$ cat config.mk
export PLATFORM = sky130hd
export DESIGN_NAME = icache_ctrl
export DESIGN_NICKNAME = d
export VERILOG_FILES = /design/src/rtl/icache_ctrl.sv
export SDC_FILE = /design/constraint.sdc
export NUM_CORES = 1
export LEC_CHECK = 0
export ABC_AREA = 1
export CORE_AREA = 2 2 349 351
export CTS_CLUSTER_DIAMETER = 120
export DETAILED_ROUTE_END_ITERATION = 6
export DIE_AREA = 0 0 351 353
export MAX_ROUTING_LAYER = met4
export SYNTH_ARGS = -nofsm -noshare
export SYNTH_HDL_FRONTEND = slang
export SYNTH_SLANG_ARGS = --single-unit
$ cat constraint.sdc
create_clock -name clk -period 4.62 [get_ports clk]
set_clock_uncertainty 0.05 [all_clocks]
set_input_delay 1.155 -clock clk [delete_from_list [all_inputs] [get_ports clk]]
set_output_delay 1.155 -clock clk [all_outputs]
set_load 0.03 [all_outputs]
$ cat src/rtl/icache_ctrl.sv
// icache_ctrl: direct-mapped, 8-set instruction cache controller with 32-byte lines.
// Define ICACHE_PERF_EN to add the hit_count/miss_count performance counter outputs.
`timescale 1ns/1ps
module icache_ctrl (
  input  logic         clk,
  input  logic         rst,
  input  logic [31:0]  mem_address,
  input  logic         mem_read,
  output logic [31:0]  mem_rdata,
  output logic         mem_resp,
  output logic [31:0]  pmem_address,
  output logic         pmem_read,
  input  logic [255:0] pmem_rdata,
  input  logic         pmem_resp,
  output logic [31:0]  da_write_en,
  output logic [2:0]   da_rindex,
  output logic [2:0]   da_windex,
  output logic [255:0] da_datain,
  input  logic [255:0] da_dataout
`ifdef ICACHE_PERF_EN
  ,
  output logic [31:0]  hit_count,
  output logic [31:0]  miss_count
`endif
);

  typedef enum logic [0:0] {
    ST_IDLE  = 1'b0,
    ST_FETCH = 1'b1
  } state_e;

  state_e      state_q, state_d;
  logic [26:0] line_q, line_d;
  logic [23:0] tag_q [8];
  logic [23:0] tag_d [8];
  logic [7:0]  valid_q, valid_d;
  logic        refill_q, refill_d;
  logic        hit_s, miss_s;
  logic        lookup_hit_s, same_line_s;
  logic [2:0]  req_index_s, fill_index_s;
  logic        unused_s;

  function automatic logic [31:0] select_word(input logic [255:0] line, input logic [2:0] word);
    return line[{word, 5'b00000} +: 32];
  endfunction

  assign req_index_s  = mem_address[7:5];
  assign fill_index_s = line_q[2:0];
  assign da_rindex    = req_index_s;
  assign lookup_hit_s = valid_q[req_index_s] && (tag_q[req_index_s] == mem_address[31:8]);
  // The serve right after a fill is the tail of a miss, not a new hit.
  assign same_line_s  = refill_q && (mem_address[31:5] == line_q);

  // State, latched line address, tag/valid arrays
  always_ff @(posedge clk) begin
    state_q  <= state_d;
    line_q   <= line_d;
    tag_q    <= tag_d;
    valid_q  <= valid_d;
    refill_q <= refill_d;
  end

  // Next-state and combinational outputs
  always_comb begin
    state_d      = state_q;
    line_d       = line_q;
    tag_d        = tag_q;
    valid_d      = valid_q;
    refill_d     = 1'b0;
    hit_s        = 1'b0;
    miss_s       = 1'b0;
    mem_resp     = 1'b0;
    mem_rdata    = 32'd0;
    pmem_read    = 1'b0;
    pmem_address = 32'd0;
    da_write_en  = 32'd0;
    da_windex    = 3'd0;
    da_datain    = 256'd0;
    if (rst) begin
      state_d = ST_IDLE;
      line_d  = 27'd0;
      valid_d = 8'd0;
      tag_d   = '{default: 24'd0};
    end else begin
      case (state_q)
        ST_IDLE: begin
          if (mem_read) begin
            if (lookup_hit_s) begin
              mem_resp  = 1'b1;
              mem_rdata = select_word(da_dataout, mem_address[4:2]);
              hit_s     = !same_line_s;
            end else begin
              miss_s  = 1'b1;
              line_d  = mem_address[31:5];
              state_d = ST_FETCH;
            end
          end else begin
            state_d = ST_IDLE;
          end
        end
        ST_FETCH: begin
          pmem_read    = 1'b1;
          pmem_address = {line_q, 5'b00000};
          if (pmem_resp) begin
            da_write_en           = 32'hFFFF_FFFF;
            da_windex             = fill_index_s;
            da_datain             = pmem_rdata;
            tag_d[fill_index_s]   = line_q[26:3];
            valid_d[fill_index_s] = 1'b1;
            refill_d              = 1'b1;
            state_d               = ST_IDLE;
          end else begin
            state_d = ST_FETCH;
          end
        end
        default: begin
          state_d = ST_IDLE;
        end
      endcase
    end
  end

`ifdef ICACHE_PERF_EN
  logic [31:0] hit_count_q, miss_count_q;

  // Wrapping hit/miss event counters
  always_ff @(posedge clk) begin
    if (rst) begin
      hit_count_q  <= 32'd0;
      miss_count_q <= 32'd0;
    end else begin
      hit_count_q  <= hit_count_q + {31'd0, hit_s};
      miss_count_q <= miss_count_q + {31'd0, miss_s};
    end
  end

  assign hit_count  = hit_count_q;
  assign miss_count = miss_count_q;
  assign unused_s   = ^mem_address[1:0];
`else
  assign unused_s   = ^{mem_address[1:0], hit_s, miss_s};
`endif

endmodule

==> metrics.txt <==
LEAKAGE=13.7 nW; # hold bufs at CTS=0; Worst-Margin Slew=1.16 ns; I/O Pins=908; WL per Instance=25.3 um; cell count of the worst reg-to-reg path=32; FF+latch area=0.00456 mm2; sequential share of the synthesized area=29.9%; Crit Reg-Reg Endpoint=line_q[20]; Synth cell types=25; fraction of the mapped netlist area in adder cells=0%; core area=0.121 mm2; commonest non-fill, non-tap cell in the layout=nor2_1; dpl hpwl=111000 um; crit path launch=mem_address[5]; slowest cell delay on critical path=0.18 ns; Tmin final=4.63 ns; outcome=finished with violations; Fill cells=13300; Num CTS Buffers=26; Hold Path Class=register to register; Synth Area in Compound Gates=20.0%; final hold violation count=0; CTS tree=built; Routed Antenna Nets=0; Cells after Synth=2729; fin crit share=100%; wirelength, routed=134000 um; row cnt=128; delay-heaviest family, CP=simple AND/OR/NAND/NOR gates; Crit path depth=19; Initial Util=12.7%; GRT Resource Usage Total=20.8%; GPL Wtd Cong=1.10; DRT iter0 DRCs=2507; RSZ-0062 raised after global routing=yes; max_cap viols=0; share of cells above drive strength 1=19.4%; CP Buf/Inv Count=7; Post-Synth XOR/XNOR Area=0%; DR pass1 iterations=6; first-pass GRT wire length=172000 um; Worst-path clk slew=0.06 ns; CP max stage cell=nor2_1; hold depth=2; worst setup margin=-0.0114 ns; CP dominant cell by count=buf_12; die outline area=0.124 mm2; largest family of logic cells by synthesized area=simple AND/OR/NAND/NOR gates; height of the die=353 um; CTS sink count=228; worst-path cell chain=buf_12, buf_12, buf_12, nor2_1, nor2_1, o21ai_4, nand3_2, buf_4, nand2_1, nand2_2, nand4_1, nor3_2, nand2_2, nor2_4, nand3_4, buf_12, buf_16, nor2_2, buf_6; synthesis-stage register bit count=228; largest net degree at the start of global routing=138; H-tree depth=1; mux cell area share after synthesis=0%; I/O Buffers=900; reg2reg setup slack=0.75 ns; Worst Hold Slack=0.400 ns; Worst R2R Start=tag_q[47]; Final Max Tran Viols=0; Post-Place Setup Slack=-0.395 ns; routed vias=21900; Vias/cell=4.13; Worst setup EP type=primary output; Layout area overhead=97.1%; Max-slew headroom=22.3%; critical path fanouts, max=12; Syn Area/Cell=5.59 um2; Cell Pwr Density=202 mW/mm2; initial antenna violation count=41; worst vdd ir=0.244 mV; WP data required=3.41 ns; total congestion overflow=0; clock latency at the later pin of the worst-skew pair=0.54 ns; CP arrival=3.43 ns; failing checks=negative setup slack; number of global-route vias before repair=20000; nets@finish=4185; most frequent cells in the layout=819 x nor2_1, 543 x clkdlybuf4s50_1, 391 x inv_1, 374 x o21ai_0, 345 x buf_4; Final Setup Violations=3; CTS Buffer Depth=3; CP Capture Point=mem_rdata[4]; Syn. warnings=0; width of the chip=351 um; WS Path Type=input port to primary output; Highest Clock Rate=216 MHz; Synth Area in Simple Gates=32.5%; DRC viols=0; CTS Root Cell=clkbuf_16; Multi-input gate area=0.00840 mm2; Startpoint Class=input port; Cell Area, Synth=0.0153 mm2
worst register-to-register path, delay by kind of cell (launching register included):
kind                   cells  cell delay, ns
buffers and inverters     19            2.35
AOI/OAI and AO/OA          1            0.07
DFF                        1            0.33
and+or+nand+nor           12            0.97
state kept, by name, summed over array words and instances, names as in the netlist:
name	flops
line_q	27
tag_q	192
valid_q	8
state_q	1
synth_stat cells, drive strengths merged:
| master | n | area share [%] |
|---|---|---|
| o211ai | 2 | 0.098 |
| dfxtp | 228 | 30 |
| a21oi | 117 | 3.8 |
| clkbuf | 169 | 4.2 |
| o22ai | 32 | 1.3 |
| nand3b | 1 | 0.049 |
| nor2 | 850 | 21 |
| clkinv | 2 | 0.049 |
| conb | 1 | 0.025 |
| nor3b | 1 | 0.049 |
| nor3 | 2 | 0.066 |
| buf | 85 | 3.4 |
| nand3 | 138 | 4.6 |
| o221ai | 32 | 1.8 |
| inv | 398 | 9.8 |
| o21ai | 395 | 13 |
| nand4 | 4 | 0.16 |
| and3 | 1 | 0.041 |
| nand2 | 271 | 6.7 |
worst min path at each step:
stage | slack [ns] | end | startpoint
after floorplan | 0.37 | tag_q[113] | tag_q[113]
after global placement | 0.38 | tag_q[113] | tag_q[113]
after detailed placement | 0.39 | tag_q[105] | tag_q[105]
after CTS | 0.40 | tag_q[105] | tag_q[105]
after global routing | 0.42 | tag_q[55] | tag_q[55]
final | 0.40 | tag_q[97] | tag_q[97]
layer usage:
metal	GRT usage, %	routed length (um)	vias up
li1	-	-	10200
met1	24.8	54100	10100
met2	34.0	62700	1346
met3	5.29	12400	188
met4	6.90	4630	0
met5	-	0	-
report_power, final:
part           internal (mW)  switching, mW
combinational          0.900           1.03
sequential              2.02         0.0790
clock                   1.22          0.839
total                   4.13           1.95
layout make-up:
cell class	instances	area share [%]
timing repair buffer	1130	42.2
multi-input combinational	1851	27.9
sequential	228	15.2
tap	1625	6.76
inverter	400	5.08
clock buffer	42	2.63
clock inverter	4	0.158
antenna	12	0.0999
kinds of logic after synthesis:
kind of cell,after synthesis
other,1
buffers and inverters,654
AOI/OAI and AO/OA,578
DFF,228
and+or+nand+nor,1268
through the flow:
step / std cells / cell area (um2) / utilization [%] / total power [mW] / setup TNS, ns
after floorplan: 2733 / 15300 / - / 2.80 / 0
after global placement: 5190 / 28200 / 23.3 / 3.94 / -11.09
after detailed placement: 5190 / 28200 / 23.3 / 3.95 / -9.55
after CTS: 5274 / 29600 / 24.6 / 6.04 / 0
after global routing: 5289 / 30100 / 24.9 / 6.29 / -3.30
final: 5292 / 30100 / 24.9 / 6.09 / -0.0258
timing repair:
action	4_1_cts	5_1_grt
buffers inserted	37	2
endpoints found under the setup margin	33	61
hold endpoints to repair	0	0
gates cloned	4	4
pin swaps	11	20
resized for setup	67	80
Power figures use the tool's default switching activity.
